<file path="config.mk">
export PLATFORM = sky130hd
export DESIGN_NAME = lockin_loop_ctrl_flat
export DESIGN_NICKNAME = d
export VERILOG_FILES = /design/src/rtl/lockin_pkg.sv /design/src/rtl/lockin_loop_ctrl_if.sv /design/src/rtl/lockin_err_window.sv /design/src/rtl/lockin_loop_ctrl.sv /design/src/flat_wrapper.sv
export SDC_FILE = /design/constraint.sdc
export NUM_CORES = 1
export LEC_CHECK = 0
export ABC_AREA = 1
export CORE_ASPECT_RATIO = 1.4
export CORE_MARGIN = 1
export CORE_UTILIZATION = 56
export CTS_CLUSTER_SIZE = 30
export DETAILED_ROUTE_END_ITERATION = 6
export GPL_TIMING_DRIVEN = 1
export PLACE_DENSITY = 0.8
export SYNTH_ARGS = -nofsm -noshare
export SYNTH_HDL_FRONTEND = slang
export SYNTH_SLANG_ARGS = --single-unit
</file>
<file path="constraint.sdc">
create_clock -name clk -period 2.23 [get_ports clk]
set_input_delay 0.669 -clock clk [delete_from_list [all_inputs] [get_ports clk]]
set_output_delay 0.669 -clock clk [all_outputs]
set_load 0.05 [all_outputs]
</file>
<file path="src/rtl/lockin_pkg.sv">
`default_nettype none
// ============================================================
// lockin_pkg : shared types and constants for the lock-in loop controller
// Rev 1.0
// ============================================================
package lockin_pkg;

    localparam int DATA_W  = 8;
    localparam int STATE_W = 3;

    localparam logic [DATA_W-1:0] DEF_ACQ_GAIN = 8'd8;
    localparam logic [DATA_W-1:0] DEF_TRK_GAIN = 8'd2;

    typedef enum logic [STATE_W-1:0] {
        IDLE    = 3'd0,
        CLEAR   = 3'd1,
        ACQUIRE = 3'd2,
        TRACK   = 3'd3,
        LOCKED  = 3'd4
    } state_t;

endpackage
`default_nettype wire

</file>
<file path="src/rtl/lockin_loop_ctrl_if.sv">
`default_nettype none
// ============================================================
// lockin_loop_ctrl_if : detector/amplifier side signals of the loop controller
// Rev 1.0
// ============================================================
interface lockin_loop_ctrl_if;
    import lockin_pkg::*;

    logic                      start;
    logic                      abort;
    logic signed [DATA_W-1:0]  phase_err;
    logic                      err_valid;
    logic [DATA_W-1:0]         gain;
    logic                      gain_load;
    logic                      acc_clear;
    logic                      locked;
    logic                      lost_lock;
    logic                      timeout;
    logic [STATE_W-1:0]        state;

    modport master (
        output start, abort, phase_err, err_valid,
        input  gain, gain_load, acc_clear, locked, lost_lock, timeout, state
    );

    modport slave (
        input  start, abort, phase_err, err_valid,
        output gain, gain_load, acc_clear, locked, lost_lock, timeout, state
    );

endinterface
`default_nettype wire

</file>
<file path="src/rtl/lockin_err_window.sv">
`default_nettype none
// ============================================================
// lockin_err_window : registered |phase_err| window compare (one cycle latency)
// Rev 1.0
// ============================================================
module lockin_err_window
    import lockin_pkg::*;
#(
    parameter int LOCK_THRESH = 4
) (
    input  wire logic                     clk,
    input  wire logic                     reset_n,
    input  wire logic                     sample_en,
    input  wire logic signed [DATA_W-1:0] phase_err,
    output logic                          in_win,
    output logic                          out_win
);

    localparam logic [DATA_W:0] c_THRESH = (DATA_W+1)'(LOCK_THRESH);

    logic [DATA_W:0] w_ext;
    logic [DATA_W:0] w_mag;

    // One extra bit so that the most negative sample has a representable magnitude
    assign w_ext = {phase_err[DATA_W-1], phase_err};
    assign w_mag = w_ext[DATA_W] ? ((DATA_W+1)'(0) - w_ext) : w_ext;

    always_ff @(posedge clk or negedge reset_n) begin
        if (!reset_n) begin
            in_win  <= 1'b0;
            out_win <= 1'b0;
        end else begin
            in_win  <= sample_en && (w_mag <= c_THRESH);
            out_win <= sample_en && (w_mag >  c_THRESH);
        end
    end

endmodule
`default_nettype wire

</file>
<file path="src/rtl/lockin_loop_ctrl.sv">
`default_nettype none
// ============================================================
// lockin_loop_ctrl : acquisition / tracking / lock sequencer for the lock-in loop
// Rev 1.0
// ============================================================
module lockin_loop_ctrl
    import lockin_pkg::*;
#(
    parameter logic [DATA_W-1:0] ACQ_GAIN      = DEF_ACQ_GAIN,
    parameter logic [DATA_W-1:0] TRK_GAIN      = DEF_TRK_GAIN,
    parameter int                LOCK_THRESH   = 4,
    parameter int                LOCK_COUNT    = 16,
    parameter int                UNLOCK_COUNT  = 4,
    parameter int                SETTLE_CYCLES = 32,
    parameter int                TIMEOUT       = 1024
) (
    input  wire logic         clk,
    input  wire logic         reset_n,
    lockin_loop_ctrl_if.slave bus
);

    localparam int RUN_W    = $clog2(LOCK_COUNT + 1);
    localparam int MISS_W   = $clog2(UNLOCK_COUNT + 1);
    localparam int SETTLE_W = $clog2(SETTLE_CYCLES + 1);
    localparam int TMO_W    = $clog2(TIMEOUT + 1);

    localparam logic [RUN_W-1:0]    c_RUN_MAX    = RUN_W'(LOCK_COUNT);
    localparam logic [MISS_W-1:0]   c_MISS_MAX   = MISS_W'(UNLOCK_COUNT);
    localparam logic [SETTLE_W-1:0] c_SETTLE_MAX = SETTLE_W'(SETTLE_CYCLES);
    localparam logic [TMO_W-1:0]    c_TMO_MAX    = TMO_W'(TIMEOUT);

    state_t                r_state,     w_state_nxt;
    logic [RUN_W-1:0]      r_run,       w_run_nxt;
    logic [MISS_W-1:0]     r_miss,      w_miss_nxt;
    logic [SETTLE_W-1:0]   r_settle,    w_settle_nxt;
    logic [TMO_W-1:0]      r_tmo,       w_tmo_nxt;
    logic [DATA_W-1:0]     r_gain,      w_gain_nxt;
    logic                  r_gain_load, w_gain_load_nxt;
    logic                  r_acc_clear, w_acc_clear_nxt;
    logic                  r_locked,    w_locked_nxt;
    logic                  r_lost_lock, w_lost_lock_nxt;
    logic                  r_timeout,   w_timeout_nxt;

    logic w_sample_en;
    logic w_in_win;
    logic w_out_win;

    // Only samples presented while ACQUIRE or LOCKED can ever be counted
    assign w_sample_en = bus.err_valid && ((r_state == ACQUIRE) || (r_state == LOCKED));

    lockin_err_window #(
        .LOCK_THRESH (LOCK_THRESH)
    ) u_err_window (
        .clk       (clk),
        .reset_n   (reset_n),
        .sample_en (w_sample_en),
        .phase_err (bus.phase_err),
        .in_win    (w_in_win),
        .out_win   (w_out_win)
    );

    always_ff @(posedge clk or negedge reset_n) begin
        if (!reset_n) begin
            r_state     <= IDLE;
            r_run       <= '0;
            r_miss      <= '0;
            r_settle    <= '0;
            r_tmo       <= '0;
            r_gain      <= ACQ_GAIN;
            r_gain_load <= 1'b0;
            r_acc_clear <= 1'b0;
            r_locked    <= 1'b0;
            r_lost_lock <= 1'b0;
            r_timeout   <= 1'b0;
        end else begin
            r_state     <= w_state_nxt;
            r_run       <= w_run_nxt;
            r_miss      <= w_miss_nxt;
            r_settle    <= w_settle_nxt;
            r_tmo       <= w_tmo_nxt;
            r_gain      <= w_gain_nxt;
            r_gain_load <= w_gain_load_nxt;
            r_acc_clear <= w_acc_clear_nxt;
            r_locked    <= w_locked_nxt;
            r_lost_lock <= w_lost_lock_nxt;
            r_timeout   <= w_timeout_nxt;
        end
    end

    always_comb begin
        w_state_nxt     = r_state;
        w_run_nxt       = r_run;
        w_miss_nxt      = r_miss;
        w_settle_nxt    = r_settle;
        w_tmo_nxt       = r_tmo;
        w_gain_nxt      = r_gain;
        w_gain_load_nxt = 1'b0;
        w_acc_clear_nxt = 1'b0;
        w_locked_nxt    = r_locked;
        w_lost_lock_nxt = 1'b0;
        w_timeout_nxt   = r_timeout;

        if (bus.abort) begin
            w_state_nxt  = IDLE;
            w_run_nxt    = '0;
            w_miss_nxt   = '0;
            w_settle_nxt = '0;
            w_tmo_nxt    = '0;
            w_locked_nxt = 1'b0;
        end else begin
            case (r_state)
                IDLE: begin
                    if (bus.start) begin
                        w_state_nxt   = CLEAR;
                        w_timeout_nxt = 1'b0;
                    end
                end
                CLEAR: begin
                    w_run_nxt       = '0;
                    w_tmo_nxt       = '0;
                    w_settle_nxt    = '0;
                    w_acc_clear_nxt = 1'b1;
                    w_gain_nxt      = ACQ_GAIN;
                    w_gain_load_nxt = 1'b1;
                    w_state_nxt     = ACQUIRE;
                end
                ACQUIRE: begin
                    if (w_out_win)
                        w_run_nxt = '0;
                    else if (w_in_win && (r_run != c_RUN_MAX))
                        w_run_nxt = r_run + RUN_W'(1);
                    if (r_tmo != c_TMO_MAX)
                        w_tmo_nxt = r_tmo + TMO_W'(1);
                    // Reaching lock count takes precedence over a coincident timeout
                    if (w_run_nxt == c_RUN_MAX) begin
                        w_state_nxt     = TRACK;
                        w_gain_nxt      = TRK_GAIN;
                        w_gain_load_nxt = 1'b1;
                        w_settle_nxt    = '0;
                    end else if (w_tmo_nxt == c_TMO_MAX) begin
                        w_state_nxt   = IDLE;
                        w_timeout_nxt = 1'b1;
                        w_run_nxt     = '0;
                        w_tmo_nxt     = '0;
                    end
                end
                TRACK: begin
                    if (r_settle != c_SETTLE_MAX)
                        w_settle_nxt = r_settle + SETTLE_W'(1);
                    if (w_settle_nxt == c_SETTLE_MAX) begin
                        w_state_nxt  = LOCKED;
                        w_locked_nxt = 1'b1;
                        w_miss_nxt   = '0;
                    end
                end
                LOCKED: begin
                    if (w_in_win)
                        w_miss_nxt = '0;
                    else if (w_out_win && (r_miss != c_MISS_MAX))
                        w_miss_nxt = r_miss + MISS_W'(1);
                    if (w_miss_nxt == c_MISS_MAX) begin
                        w_state_nxt     = CLEAR;
                        w_locked_nxt    = 1'b0;
                        w_lost_lock_nxt = 1'b1;
                        w_miss_nxt      = '0;
                    end
                end
                default: begin
                    w_state_nxt = IDLE;
                end
            endcase
        end
    end

    assign bus.state     = r_state;
    assign bus.gain      = r_gain;
    assign bus.gain_load = r_gain_load;
    assign bus.acc_clear = r_acc_clear;
    assign bus.locked    = r_locked;
    assign bus.lost_lock = r_lost_lock;
    assign bus.timeout   = r_timeout;

endmodule
`default_nettype wire

</file>
<file path="src/flat_wrapper.sv">
// flat-port wrapper written by rule: the top's interface ports become plain ports
module lockin_loop_ctrl_flat import lockin_pkg::*;
#(
    parameter logic [DATA_W-1:0] ACQ_GAIN      = DEF_ACQ_GAIN,
    parameter logic [DATA_W-1:0] TRK_GAIN      = DEF_TRK_GAIN,
    parameter int                LOCK_THRESH   = 4,
    parameter int                LOCK_COUNT    = 16,
    parameter int                UNLOCK_COUNT  = 4,
    parameter int                SETTLE_CYCLES = 32,
    parameter int                TIMEOUT       = 1024
)
  (clk, reset_n, bus_start, bus_abort, bus_phase_err, bus_err_valid, bus_gain, bus_gain_load, bus_acc_clear, bus_locked, bus_lost_lock, bus_timeout, bus_state);
  lockin_loop_ctrl_if bus_i ();
  input  wire logic clk;
  input  wire logic reset_n;
  input wire logic [$bits(bus_i.start)-1:0] bus_start;
  input wire logic [$bits(bus_i.abort)-1:0] bus_abort;
  input wire logic [$bits(bus_i.phase_err)-1:0] bus_phase_err;
  input wire logic [$bits(bus_i.err_valid)-1:0] bus_err_valid;
  output wire logic [$bits(bus_i.gain)-1:0] bus_gain;
  output wire logic [$bits(bus_i.gain_load)-1:0] bus_gain_load;
  output wire logic [$bits(bus_i.acc_clear)-1:0] bus_acc_clear;
  output wire logic [$bits(bus_i.locked)-1:0] bus_locked;
  output wire logic [$bits(bus_i.lost_lock)-1:0] bus_lost_lock;
  output wire logic [$bits(bus_i.timeout)-1:0] bus_timeout;
  output wire logic [$bits(bus_i.state)-1:0] bus_state;
  assign bus_i.start = bus_start;
  assign bus_i.abort = bus_abort;
  assign bus_i.phase_err = bus_phase_err;
  assign bus_i.err_valid = bus_err_valid;
  assign bus_gain = bus_i.gain;
  assign bus_gain_load = bus_i.gain_load;
  assign bus_acc_clear = bus_i.acc_clear;
  assign bus_locked = bus_i.locked;
  assign bus_lost_lock = bus_i.lost_lock;
  assign bus_timeout = bus_i.timeout;
  assign bus_state = bus_i.state;
  lockin_loop_ctrl #(.ACQ_GAIN(ACQ_GAIN), .TRK_GAIN(TRK_GAIN), .LOCK_THRESH(LOCK_THRESH), .LOCK_COUNT(LOCK_COUNT), .UNLOCK_COUNT(UNLOCK_COUNT), .SETTLE_CYCLES(SETTLE_CYCLES), .TIMEOUT(TIMEOUT)) u_core (.clk(clk), .reset_n(reset_n), .bus(bus_i));
endmodule
</file>
Word-level counts from Yosys, hierarchy flattened:

Cells that the tools add are included.

* $add $sub $neg: 5
* magnitude comparators: 2
* eq/ne operators: 21
* mux-type cells: 55
* bitwise gates (word level): 1
* reduce and logical (&&, ||, !) cells: 18

Operator list (count)
* $mux 11: 6
* $mux 3: 13
* $mux 5: 7
* $mux 6: 5
* $pmux 11 s2: 1
* $pmux 6 s3: 1
* $pmux 8 s2: 1
* $pmux 3 s5: 1
* $mux 1: 13
* $ne 3x3->1 const B: 4
* $add 11x1->11 const B: 1
* $eq 11x11->1 const B: 1
* $ne 11x11->1 const B: 1
* $pmux 5 s2: 1
* $gt 9x3->1 const B: 1
* $le 9x3->1 const B: 1
* $mux 9: 1
* $sub 1x8->9 const A: 1
* $mux 8: 1
* $ne 2x2->1 const B: 4
* $add 6x1->6 const B: 1
* $eq 3x2->1 const B: 2
* $eq 3x3->1 const B: 2
* $eq 6x6->1 const B: 1
* other kinds (21): 31

* bits in registers: 43
* input port bits: 13
* word-level logic and storage cells: 115

Depth between registers and ports, before layout:

* depth in word-level cells: 10
* mapped depth: 15
* gate-level depth less buffers: 15

Cells and area by module:

A second synthesis with hierarchy kept.

* cells, all modules: 376
* area total of the unflattened synthesis: 2655.0 µm²

By module, submodules not included
* lockin_loop_ctrl: instances 1, cells each 336, area an instance 2437.3 µm², sequential area each 877.1 µm²
* lockin_err_window: instances 1, cells each 40, area an instance 217.7 µm², sequential area each 50.0 µm²

Worst setup path after synthesis:

Ideal clock, no wire load.

* kind: reg-to-reg
* start: register u_core.r_miss[0]
* end: register u_core.r_state[1], in the netlist u_core.bus.state[1]
* setup time: 0.122 ns
* arrival: 1.604 ns
* required time: 2.108 ns
* path slack: 0.504 ns
* cell stages (with the launch flop): 15
* buffers on the path: 0
* period minus slack after synthesis: 1.726 ns
* cell sequence: dfrtp_1 inv_1 ha_1 nand2_1 nand2_1 inv_1 nand2_1 nand2_1 nand3_1 o21ai_2 nand2_1 a21oi_1 nand2_2 nand2_1 nand2_1

* cells in the longest elaborated chain, start to end: 9
* elaborated cells on any way between the ends: 10
* those cells by class: add/sub: 1; eq/ne: 3; mux: 4; reduce/logical: 2

RTL lines
* start, declared: line lockin_loop_ctrl.sv:34 `logic [MISS_W-1:0] r_miss, w_miss_nxt;`
* start signal, assigned: line lockin_loop_ctrl.sv:78 `r_miss <= w_miss_nxt;`
* parallel branches: the longest is 2 deep, another holds $add 3x1->3
* $mux 3 *: line lockin_loop_ctrl.sv:159 `else if (w_out_win && (r_miss != c_MISS_MAX))`
* $mux 3 *: line lockin_loop_ctrl.sv:157 `if (w_in_win)`
* $mux 3 *: line lockin_loop_ctrl.sv:111 `case (r_state)`
* $mux 3 *: line lockin_loop_ctrl.sv:103 `if (bus.abort) begin`
* $eq 3x3->1 *: line lockin_loop_ctrl.sv:161 `if (w_miss_nxt == c_MISS_MAX) begin`
* $ne 3x3->1 (no source line) *
* $reduce_and 4->1 (no source line) *
* end signal, assigned: line lockin_loop_ctrl.sv:76 `r_state <= w_state_nxt;`
* end, declared: line lockin_loop_ctrl.sv:32 `state_t r_state, w_state_nxt;`

Mark *: on every way between the ends. The select of a mux whose other input is x is not followed.
A chain may end at the register's enable or synchronous reset.

Worst setup path in the final report:

* start: register u_core.r_timeout, in the netlist u_core.bus.timeout
* end: output bus_timeout

RTL lines
* start, declared: line lockin_loop_ctrl.sv:42 `logic r_timeout, w_timeout_nxt;`
* start signal, assigned: line lockin_loop_ctrl.sv:86 `r_timeout <= w_timeout_nxt;`
* end, declared: line flat_wrapper.sv:25 `output wire logic [$bits(bus_i.timeout)-1:0] bus_timeout;`

No word-level cell between the ends.

==> impl_results.md <==
* Run status: finished, final reports clean
* Overall routed net length at 5377 um
* Number of buffers between clock root and the deepest sink at 2
* Area of the die at 0.004751 mm^2
* Critical path endpoint category: output pin
* Register area at 927.1 um^2
* Post-Synthesis Cells at 347
* Routed metal-1 wirelength at 2224 um
* Critical path class: register to output pin
* Routability Congestion at 0.8854
* Total congestion overflow at 0
* Critical-path cell list: clkdlybuf4s50_1
* Total count of hold-check failures in the final report at 0
* Delay-heaviest family, CP: buffers and inverters
* Final setup vio count at 0
* Setup Buffers After CTS at 0
* Total I/O pin count at 29
* Count of port buffers added during placement at 22
* Die height at 81.16 um
* Number of filler instances in the final layout at 391
* Syn-to-layout area delta at 17.17%
* Final TNS setup at 0 ns
* Area of placed instances at 0.002803 mm^2
* Commonest cells after routing, fill and taps aside: 106 x nand2_1, 51 x inv_1, 36 x dfrtp_1, 29 x nor2_1, 27 x nand3_1
* Met3 wire len at 123 um
* Depth of the most critical reg-to-reg path at 14
* Wire length of the first global-routing pass at 9218 um
* Number of rows in the core area at 28
* Initial cell density of the core at 58.64%
* Maximum fanout along the worst path at 2
* Post-layout min period at 2.144 ns
* Fraction of layout cells with a size suffix above 1 at 11.58%
* Count of clock tree sinks at 37
* Share of the clock period used by the worst path after layout at 96.15%
* Half-perimeter wire length of the detailed placement result at 4179 um
* Die outline width at 58.54 um
* Pin count of the biggest net entering global routing at 20
* Via count at 2301
* Worst flop-to-flop path startpoint: u_core.r_miss[0]$_DFFE_PN0P_
* Maximum single-stage delay on the critical path at 0.81 ns
* Post-synth cell types at 37
* Dominant synthesized flop cell: dfrtp_1
* Cell with the largest stage delay on the worst path: clkdlybuf4s50_1
* Total of max-cap violations at 0
* Most common library cell in the layout ignoring fill and taps: nand2_1
* 1st-iter DRT viols at 95
* Endpoint arrival time on the critical path at 1.48 ns
* Headroom to the max-slew limit at 66.66%
* Resized cells post-CTS at 0
* Final routed wire length divided by cell count at 12.22 um
* Number of buffers created by CTS at 5
* Total number of H-tree levels at 2
* Number of nets still failing antenna checks after routing at 0
* Leakage power at 0.001507 uW
* Fin. max-slew vios at 0
* Number of enable flip-flop cells after synthesis at 0
* Type of the most critical hold path: primary input to async pin
* Number of hold-repair buffers added at the cts stage at 0
* Clock network latency to the later pin of the worst-skew pair at 0.30 ns
* Warnings from Yosys at 0
* Top routing layer used: met4
* Worst IR drop on VDD at 0.0007653 V
* Slew of the pin with the lowest slew margin at 0.4985 ns
* Setup repair after global routing missed its margin: false
* Clock edge transition at the registers on the reported setup and hold paths at 0.08 ns
* First-pass detailed-route iteration total at 4
* Synth Area per Inst at 7.222 um^2
* CP Buf/Inv Count at 1
* Core footprint at 0.004274 mm^2
* Capturing point of the worst reg2reg path: u_core.bus.state[1]$_DFFE_PN0P_
* Multi-input combinational cell area at 0.001324 mm^2
* Clock tree from TritonCTS: yes
* Initial antenna violation count at 0
* All-layer global routing usage at 25.17%
* Register area share after synthesis at 36.99%
* Crit start category: register
* Skew final at 0.009396 ns
* Number of DRC violations after detailed routing at 0
* Data required, critical path at 1.56 ns
* Seq cells post-synth at 37
* Final net count at 401
* Proportion of register bits with asynchronous set or reset after synthesis at 100.0%
* Routed length on met2 at 2921 um
* Post-synthesis instance area at 0.002506 mm^2
* Worst R2R Setup Slack at 0.25 ns
* Cell Pwr Density at 766.3 mW/mm^2
* Post-detailed-route via-to-cell ratio at 5.230
* Number of inserted diodes at 0
* Share of the core filled with cells at 68.71%
* Number of global-route vias before repair at 2274
* Root Buffer Master: clkbuf_8
* Peak clock frequency supported by timing at 466.4 MHz
* Final instance area at 0.002937 mm^2
## logic make-up (layout without fill, tap and decap cells)
logic type / count (synthesis) / count (layout) / share of synthesized area, %
adder cells (fa/ha/maj): 9 / 9 / 4.493
AND/OR/NAND/NOR: 194 / 194 / 34.80
XOR/XNOR: 11 / 11 / 4.144
buffers and inverters: 63 / 91 / 10.93
other: 1 / 6 / 0.1496
AO/OA/AOI/OAI: 32 / 32 / 8.488
flip-flops: 37 / 37 / 36.99
## metrics by stage
step	total power [uW]	std cells	hold slack, ns	setup slack [ns]
final	2250	440	0.3214	0.08593
after global routing	2361	440	0.3570	0.01857
after CTS	2257	440	0.3286	0.07454
after detailed placement	1557	432	0.4607	-0.05279
after global placement	1543	432	0.4525	0.004264
after floorplan	1312	352	0.3734	0.5040
## power breakdown
part           leakage, uW  internal (uW)  total, uW  switching (uW)
registers         0.000509            734        793            59.5
clock network    0.0000681            445        700             256
logic             0.000930            240        757             516
total              0.00151           1420       2250             832
## Yosys cell counts (all sizes together), types with 2 or more instances
cell type	count	area [um^2]
xnor2	2	17.52
o21ai	12	67.56
ha	9	112.6
xor2	9	86.34
o22ai	6	37.54
o32ai	6	52.55
nand3	31	190.2
nand4	9	56.30
buf	8	67.56
inv	53	198.9
clkbuf	2	7.510
nor2	34	145.1
a21oi	3	18.77
or2	2	12.51
dfrtp	36	900.9
nand2	111	429.2
nor3	5	25.02
## sequential cells by signal, indices dropped and copies added (netlist names)
| signal | flops |
|---|---|
| u_core.bus.acc_clear | 1 |
| u_core.bus.locked | 1 |
| u_core.u_err_window.in_win | 1 |
| u_core.r_settle | 6 |
| u_core.bus.state | 3 |
| u_core.bus.gain | 2 |
| u_core.bus.timeout | 1 |
| u_core.r_tmo | 11 |
| u_core.bus.lost_lock | 1 |
| u_core.bus.gain_load | 1 |
| u_core.r_miss | 3 |
| u_core.u_err_window.out_win | 1 |
| u_core.r_run | 5 |
## cell type report
| class | instances | share of cell area, % |
|---|---|---|
| multi-input combinational | 252 | 45.08 |
| timing repair buffer | 30 | 9.459 |
| tap | 60 | 2.556 |
| clock inverter | 3 | 2.216 |
| sequential | 37 | 31.57 |
| clock buffer | 5 | 2.343 |
| inverter | 53 | 6.775 |
## how the worst max path moves through the flow
| stage | cells past startpoint | end | start |
|---|---|---|---|
| floorplan | 14 | u_core.bus.state[1]$_DFFE_PN0P_ | u_core.r_miss[0]$_DFFE_PN0P_ |
| global placement | 8 | u_core.u_err_window.out_win$_DFF_PN0_ | bus_phase_err[0] |
| detailed placement | 8 | u_core.u_err_window.out_win$_DFF_PN0_ | bus_phase_err[0] |
| CTS | 1 | bus_timeout | u_core.bus.timeout$_DFFE_PN0P_ |
| global route | 14 | u_core.bus.state[1]$_DFFE_PN0P_ | u_core.r_miss[0]$_DFFE_PN0P_ |
| finish | 1 | bus_timeout | u_core.bus.timeout$_DFFE_PN0P_ |
## metal layers
layer | vias to the layer above | track usage [%]
met5 | - | 0
met4 | 0 | 9.524
met3 | 13 | 4.140
met2 | 43 | 48.74
met1 | 1086 | 26.58
li1 | 1159 | -
Note: power is estimated with default switching activity, not from simulation.
